[src/rtl/tdm_demux16.sv]
// tdm_demux16 - receive-side demultiplexer for a 16-slot TDM serial stream.
//
// A slot counter stands in for the transmit mux select. Each valid bit is
// written into a shadow register at the current slot. When the slot-15 bit
// arrives, the whole frame is published on `out` with a one-cycle strobe.
// A HUNT/SYNC state machine tracks frame alignment. When frame_sync and the
// slot counter disagree, the block reports the error and recovers.
//
// Ports:
//   clk          rising-edge clock
//   rst          synchronous active-high reset (priority over all inputs)
//   din          serial TDM data bit
//   din_valid    din/frame_sync are meaningful this cycle (gaps allowed)
//   frame_sync   marks din as slot 0 (ignored when din_valid=0)
//   out          last complete frame, out[k] = channel k
//   frame_valid  one-cycle pulse when out updates
//   slot         slot index the next valid bit will be written to
//   locked       high while in SYNC
//   sync_err     one-cycle pulse on an alignment error
//   err_cnt      saturating count of alignment errors
module tdm_demux16 #(
  parameter int N_CH  = 16,
  parameter int SEL_W = 4,
  parameter int ERR_W = 8
) (
  input  logic             clk,
  input  logic             rst,
  input  logic             din,
  input  logic             din_valid,
  input  logic             frame_sync,
  output logic [N_CH-1:0]  out,
  output logic             frame_valid,
  output logic [SEL_W-1:0] slot,
  output logic             locked,
  output logic             sync_err,
  output logic [ERR_W-1:0] err_cnt
);

  typedef enum logic {HUNT = 1'b0, SYNC = 1'b1} state_t;

  localparam logic [SEL_W-1:0] LAST_SLOT = SEL_W'(N_CH - 1);

  // Error counter sticks at all-ones instead of wrapping.
  function automatic logic [ERR_W-1:0] sat_inc(input logic [ERR_W-1:0] v);
    return (&v) ? v : v + ERR_W'(1);
  endfunction

  state_t           state_q, state_d;
  logic [SEL_W-1:0] slot_q, slot_d;
  logic [N_CH-1:0]  shadow_q, shadow_d;
  logic [N_CH-1:0]  out_q, out_d;
  logic             fv_q, fv_d;
  logic             serr_q, serr_d;
  logic [ERR_W-1:0] err_q, err_d;

  always_comb begin
    state_d  = state_q;
    slot_d   = slot_q;
    shadow_d = shadow_q;
    out_d    = out_q;
    fv_d     = 1'b0;
    serr_d   = 1'b0;
    err_d    = err_q;

    if (din_valid) begin
      unique case (state_q)
        HUNT: begin
          // Anything before the first frame_sync is noise and is dropped.
          if (frame_sync) begin
            shadow_d    = '0;
            shadow_d[0] = din;
            slot_d      = SEL_W'(1);
            state_d     = SYNC;
          end
        end
        SYNC: begin
          if (frame_sync && (slot_q != '0)) begin
            // Early sync: abandon the partial frame and realign on this bit.
            serr_d      = 1'b1;
            err_d       = sat_inc(err_q);
            shadow_d    = '0;
            shadow_d[0] = din;
            slot_d      = SEL_W'(1);
          end else if (!frame_sync && (slot_q == '0)) begin
            // Missing sync at a frame boundary: alignment is lost.
            serr_d  = 1'b1;
            err_d   = sat_inc(err_q);
            state_d = HUNT;
          end else if (slot_q == LAST_SLOT) begin
            out_d    = {din, shadow_q[N_CH-2:0]};
            fv_d     = 1'b1;
            slot_d   = '0;
            shadow_d = '0;
          end else begin
            shadow_d[slot_q] = din;
            slot_d           = slot_q + SEL_W'(1);
          end
        end
        default: state_d = HUNT;
      endcase
    end
  end

  always_ff @(posedge clk) begin
    if (rst) begin
      state_q  <= HUNT;
      slot_q   <= '0;
      shadow_q <= '0;
      out_q    <= '0;
      fv_q     <= 1'b0;
      serr_q   <= 1'b0;
      err_q    <= '0;
    end else begin
      state_q  <= state_d;
      slot_q   <= slot_d;
      shadow_q <= shadow_d;
      out_q    <= out_d;
      fv_q     <= fv_d;
      serr_q   <= serr_d;
      err_q    <= err_d;
    end
  end

  assign out         = out_q;
  assign frame_valid = fv_q;
  assign slot        = slot_q;
  assign locked      = (state_q == SYNC);
  assign sync_err    = serr_q;
  assign err_cnt     = err_q;

endmodule

[config.mk]
export PLATFORM = sky130hd
export DESIGN_NAME = tdm_demux16
export DESIGN_NICKNAME = d
export VERILOG_FILES = /design/src/rtl/tdm_demux16.sv
export SDC_FILE = /design/constraint.sdc
export NUM_CORES = 1
export LEC_CHECK = 0
export CORE_MARGIN = 1.5
export CORE_UTILIZATION = 35
export CTS_BUF_LIST = sky130_fd_sc_hd__clkbuf_8
export DETAILED_ROUTE_END_ITERATION = 16
export PLACE_DENSITY_LB_ADDON = 0.05
export SYNTH_ARGS = -nofsm -noshare
export SYNTH_HDL_FRONTEND = slang
export SYNTH_SLANG_ARGS = --single-unit
[constraint.sdc]
create_clock -name clk -period 4.85 [get_ports clk]
set_clock_uncertainty 0.05 [all_clocks]
set_input_delay 1.2125 -clock clk [delete_from_list [all_inputs] [get_ports clk]]
set_output_delay 1.2125 -clock clk [all_outputs]
set_load 0.05 [all_outputs]
==> key figures, run 1 <==
Timing
  • Final hold violation count: 0
  • Crit share post-route: 0.633
  • Rel. slew slack: 0.549
  • Count of final max-slew check failures: 0
  • Post-route setup TNS: 0 ps
  • RSZ-0062 raised after global routing: no
  • Fmax: between 300 and 400 MHz
  • Worst setup margin: between 1500 and 2000 ps
  • Slew @ Worst Pin: 674 ps
  • Final setup viols: 0
  • Period minus WS final: between 3000 and 4000 ps

Route
  • Pre-antenna DRT Iters: 4
  • Post-DR vias/cell: 5.08
  • DRC: 0
  • Vias: roughly 1800
  • DR iter-0 viols: 87
  • Wirelength per Cell: around 14 microns
  • Antenna violation net count after detailed routing: 0
  • Final wirelength: 5020 microns

Setup path
  • Buf/Inv on CP: 1
  • Largest stage delay on the critical path: about 890 ps
  • Req. time, crit path: ~3600 ps
  • CP cell instances: clkdlybuf4s50_1
  • Critical Path AT: about 1800 ps
  • Critical path class: flip-flop to output port
  • Crit end category: output port
  • Crit path max-delay family: buffers and inverters
  • Critical path launch point type: flip-flop
  • CP max FO: 12
  • CP max stage cell: clkdlybuf4s50_1

Status
  • Outcome: complete, no violations

Synthesis
  • EDFF count, synth: 0
  • Asr flop ratio synth: 0
  • Mapped Area: approximately 0.0022 sq mm
  • Synth cell types: 48
  • Post-synth net total: between 200 and 300
  • Avg Inst Size Synth: between 8 and 9 sq um
  • Synth Instances: 252
  • Seq cells post-synth: 46
  • Seq/Total Area, Yosys: 0.413
  • Synth Flop Type: dfxtp_1
  • Synth warn: 0

Layout
  • Diode count: 0
  • Final nets: around 300
  • Area occupied by multi-input gates: 0.00119 sq mm
  • Reg area: a little over 900 sq um
  • Share of cells above drive strength 1: 0.0709
  • Most common cell after layout, fill and taps aside: nand2_1
  • # fillers: between 600 and 700
  • P&R area growth vs syn: 20.3%
  • Post-layout instance area: 0.00268 sq mm
  • Commonest cells after routing, fill and taps aside: nand2_1 (50), dfxtp_1 (46), clkdlybuf4s50_1 (35)
  • Fin cells: between 300 and 400

Die
  • Core Region: approximately 0.006 sq mm
  • Die Area: between 0.006 and 0.007 sq mm
  • Initial core utilization: 0.370
  • Die X-Extent: just over 80 microns
  • Die Y-Extent: ~83 microns
  • Rows: 28
  • Io pins: 36

Global routing
  • Antenna violations before repair: 0
  • Total GRT Usage: 0.162
  • Vias in the first global route: 1757
  • Pin count of the biggest net entering global routing: 39
  • GRT Residual Overflow: 0
  • Global-route wire length before repair: ~8400 microns

Clock tree
  • Clock Tree Buf Depth: 2
  • Clk root buf: clkbuf_8
  • Num CTS Buffers: 5
  • TritonCTS clock tree: done
  • Clk Latency, worst-skew pair: 290 ps
  • Setup Buffers After CTS: 0
  • Hold_buf cts: 0
  • H-tree Lvls: 2
  • Clock transition at path regs: 90 ps
  • Clk sink count: between 40 and 50
  • Post-cts resize count: 0

Power and ir drop
  • Peak supply drop: approximately 0.00014 V
  • Leakage power: just under 1 nW
  • Power Total: a little under 0.7 mW
  • PwrDens: ~260 mW/mm^2

Place
  • Post-Place Setup Slack: about 1500 ps
  • Placed Instances: about 350
  • Dpl hpwl: 3510 microns
  • I/O Buffers: 35
  • Placed cell area: 0.00258 sq mm
  • GPL Wtd Cong: approximately 0.78

Worst hold path
  • Hold Crit Class: flip-flop to flip-flop

Flow run
  • Max cap viols: 0
[registers in the layout, indices dropped and copies added, names as in the netlist]
| signal | count |
|---|---|
| locked | 1 |
| err_cnt | 8 |
| out | 16 |
| shadow_q | 15 |
| frame_valid | 1 |
| slot | 4 |
| sync_err | 1 |
[cells by family after synthesis]
kind of cell	count (synthesis)	synth area share
AOI/OAI and AO/OA	58	0.174
xor gates and xnor gates	7	0.0275
adders and majority gates	9	0.0506
buffers and inverters	21	0.0539
DFF	46	0.413
muxes	6	0.0298
and+or+nand+nor	105	0.251
[report_power, final]
part,internal (mW),switching (mW)
Clock,0.115,0.131
Combinational,0.0235,0.0425
Sequential,0.380,0.00438
Total,0.518,0.178
[path summary, 6_finish.rpt]
path,cells after the start,startpoint,end,slack [ps]
setup reg to reg,9,slot[0],shadow_q[2],2330
hold / removal,2,shadow_q[0],out[0],400
setup / recovery,1,slot[3],slot[3],1780
hold reg to reg,2,shadow_q[0],out[0],400
[cell type report]
type,instances,share of cell area
clock buffers,6,0.0308
well taps,75,0.0350
repair buffers,36,0.134
flip-flops and latches,46,0.344
inverters,7,0.00980
clock inverters,2,0.00467
multi-input cells,185,0.443
[synth_stat cells, types with 4 or more instances]
cell type / number / area (sq um)
a211o_1: 4 / 35.0
a21oi_1: 22 / 110
and3_1: 7 / 43.8
buf_4: 4 / 30.0
clkbuf_1: 4 / 15.0
dfxtp_1: 46 / 921
ha_1: 9 / 113
inv_1: 7 / 26.3
mux2i_1: 4 / 40.0
nand2_1: 50 / 188
nand2b_1: 4 / 25.0
nand3_1: 5 / 25.0
nor2_1: 9 / 33.8
nor3_1: 8 / 40.0
o211ai_1: 4 / 30.0
o21ai_0: 7 / 35.0
or3_1: 5 / 31.3
xor2_1: 7 / 61.3
[metrics by stage]
step            util  hold slack, ps
4_1_cts        0.445             411
2_1_floorplan      -             376
6_report       0.445             404
3_3_place_gp   0.429             393
5_1_grt        0.445             429
3_5_place_dp   0.429             397
[layer usage]
metal,part of all wire,track usage
met2,0.47,0.268
met1,0.49,0.216
met3,0.034,0.0295
met5,0,0
met4,0.0054,0.0433
Note: power is estimated with default switching activity, not from simulation.
==> run 2, diff against run 1 <==
clock period = 2.6 ns   (was 4.85 ns; I/O delays follow)
==> key figures, run 2 (synthesis results as in run 1) <==
Global routing
  • Total GRT Usage: 0.163 (was 0.162)
  • Vias in the first global route: 1743 (was 1757)
  • GRT Residual Overflow: 0 (unchanged)
  • Pin count of the biggest net entering global routing: 36 (was 39)
  • Antenna violations before repair: 0 (unchanged)
  • Global-route wire length before repair: 8340 microns (was 8400 microns)

Die
  • Die Y-Extent: 82.8 microns (unchanged)
  • Initial core utilization: 0.370 (unchanged)
  • Core Region: 0.00603 sq mm (unchanged)
  • Die Area: 0.00685 sq mm (unchanged)
  • Rows: 28 (unchanged)
  • Die X-Extent: 82.8 microns (unchanged)
  • Io pins: 36 (unchanged)

Setup path
  • CP startpoint: slot[0] (was slot[3])
  • Critical Path AT: 2500 ps (was 1810 ps)
  • Critical path class: flip-flop to flip-flop (was flip-flop to output port)
  • Reg-to-Reg Start: slot[0] (unchanged)
  • Req. time, crit path: 2740 ps (was 3590 ps)
  • CP max FO: 7 (was 12)
  • Crit end category: flip-flop (was output port)
  • Critical path launch point type: flip-flop (unchanged)
  • R2R depth: 8 (was 9)

Layout
  • Commonest cells after routing, fill and taps aside: nand2_1 (50), dfxtp_1 (46), clkdlybuf4s50_1 (35) (unchanged)
  • Reg area: 921 sq um (unchanged)
  • P&R area growth vs syn: 26.2% (was 20.3%)
  • # fillers: 617 (was 625)
  • Post-Route Utilization: 0.467 (was 0.445)
  • Most common cell after layout, fill and taps aside: nand2_1 (unchanged)
  • Fin cells: 371 (was 357)
  • Area occupied by multi-input gates: 0.00119 sq mm (unchanged)
  • Final nets: 309 (was 295)
  • Diode count: 0 (unchanged)
  • Post-layout instance area: 0.00281 sq mm (was 0.00268 sq mm)
  • Number of flip-flops in the largest register: 16 (unchanged)
  • Share of cells above drive strength 1: 0.115 (was 0.0709)

Clock tree
  • H-tree Lvls: 2 (unchanged)
  • TritonCTS clock tree: done (unchanged)
  • Post-cts resize count: 0 (unchanged)
  • Clk root buf: clkbuf_8 (unchanged)
  • Clock transition at path regs: 90 ps (about the same)
  • Num CTS Buffers: 5 (unchanged)
  • Hold_buf cts: 0 (unchanged)
  • Setup Buffers After CTS: 0 (unchanged)
  • Clk Latency, worst-skew pair: 300 ps (was 290 ps)
  • Clock Tree Buf Depth: 2 (unchanged)
  • Clk sink count: 46 (unchanged)

Place
  • Placed cell area: 0.00270 sq mm (was 0.00258 sq mm)
  • Dpl hpwl: 3710 microns (was 3510 microns)
  • Placed Instances: 363 (was 349)
  • I/O Buffers: 35 (unchanged)
  • Post-Place Setup Slack: -28.7 ps (was 1460 ps)
  • GPL Wtd Cong: 0.803 (was 0.782)

Route
  • DR iter-0 viols: 55 (was 87)
  • Final wirelength: 5060 microns (was 5020 microns)
  • Antenna violation net count after detailed routing: 0 (unchanged)
  • Vias: 1861 (was 1813)
  • DRC: 0 (unchanged)
  • Pre-antenna DRT Iters: 4 (unchanged)
  • Wirelength per Cell: 13.6 microns (was 14.1 microns)
  • Post-DR vias/cell: 5.02 (was 5.08)

Power and ir drop
  • Power Total: 1.38 mW (was 0.696 mW)
  • PwrDens: 489 mW/mm^2 (was 260 mW/mm^2)
  • Leakage power: 1.07 nW (was 0.987 nW)
  • Peak supply drop: 0.000234 V (was 0.000142 V)

Timing
  • Count of final max-slew check failures: 0 (unchanged)
  • Post-route setup TNS: 0 ps (unchanged)
  • Slew @ Worst Pin: 508 ps (was 674 ps)
  • Period minus WS final: 2360 ps
  • Rel. slew slack: 0.660 (was 0.549)
  • Final setup viols: 0 (unchanged)
  • Fmax: around 420 MHz
  • Worst setup margin: 242 ps (was 1780 ps)
  • Final hold slack: 402 ps (was 404 ps)
  • Final hold violation count: 0 (unchanged)
  • Crit share post-route: 0.907
  • RSZ-0062 raised after global routing: no (unchanged)

Worst hold path
  • Hold wc startpoint: shadow_q[9] (was shadow_q[0])
  • Hold Crit Class: flip-flop to flip-flop (unchanged)
  • WHS Path Cells: 2 (unchanged)

Flow run
  • Max cap viols: 0 (unchanged)

Status
  • Outcome: complete, no violations (unchanged)
==> run 2: area by class of cell <==
type	count	area share
Multi-Input combinational cell	185	0.422
Sequential cell	46	0.328
Timing Repair Buffer	50	0.169
Tap cell	75	0.0334
Clock buffer	5	0.0245
Clock inverter	3	0.0142
Inverter	7	0.00935
==> run 2: final timing paths <==
check,end,slack (ps)
worst min register to register,out[9],400
worst min-delay path,out[9],400
worst max-delay path,err_cnt[7],240
worst max register to register,err_cnt[7],240
==> run 2: worst max-delay path, cell delays in order, from the launching register on <==
cell and delay, ps:
dfxtp_1 360, inv_1 130, ha_1 290, nand2_1 130
ha_1 380, and3_1 360, o211ai_2 170, o21a_1 200
o21ba_1 170
==> run 2: where the power goes <==
group | internal (mW) | leakage (nW) | switching (mW)
sequential | 0.709 | 0.371 | 0.00438
combinational | 0.0533 | 0.639 | 0.0834
clock | 0.283 | 0.0579 | 0.243
total | 1.05 | 1.07 | 0.330
==> run 2: metal layers <==
metal | GRT usage | share of wire | vias to the layer above
met3 | 0.0393 | 0.030 | 2
met5 | 0 | 0 | -
met4 | 0.0400 | 0.0038 | 0
li1 | - | - | 965
met2 | 0.267 | 0.48 | 27
met1 | 0.215 | 0.48 | 867
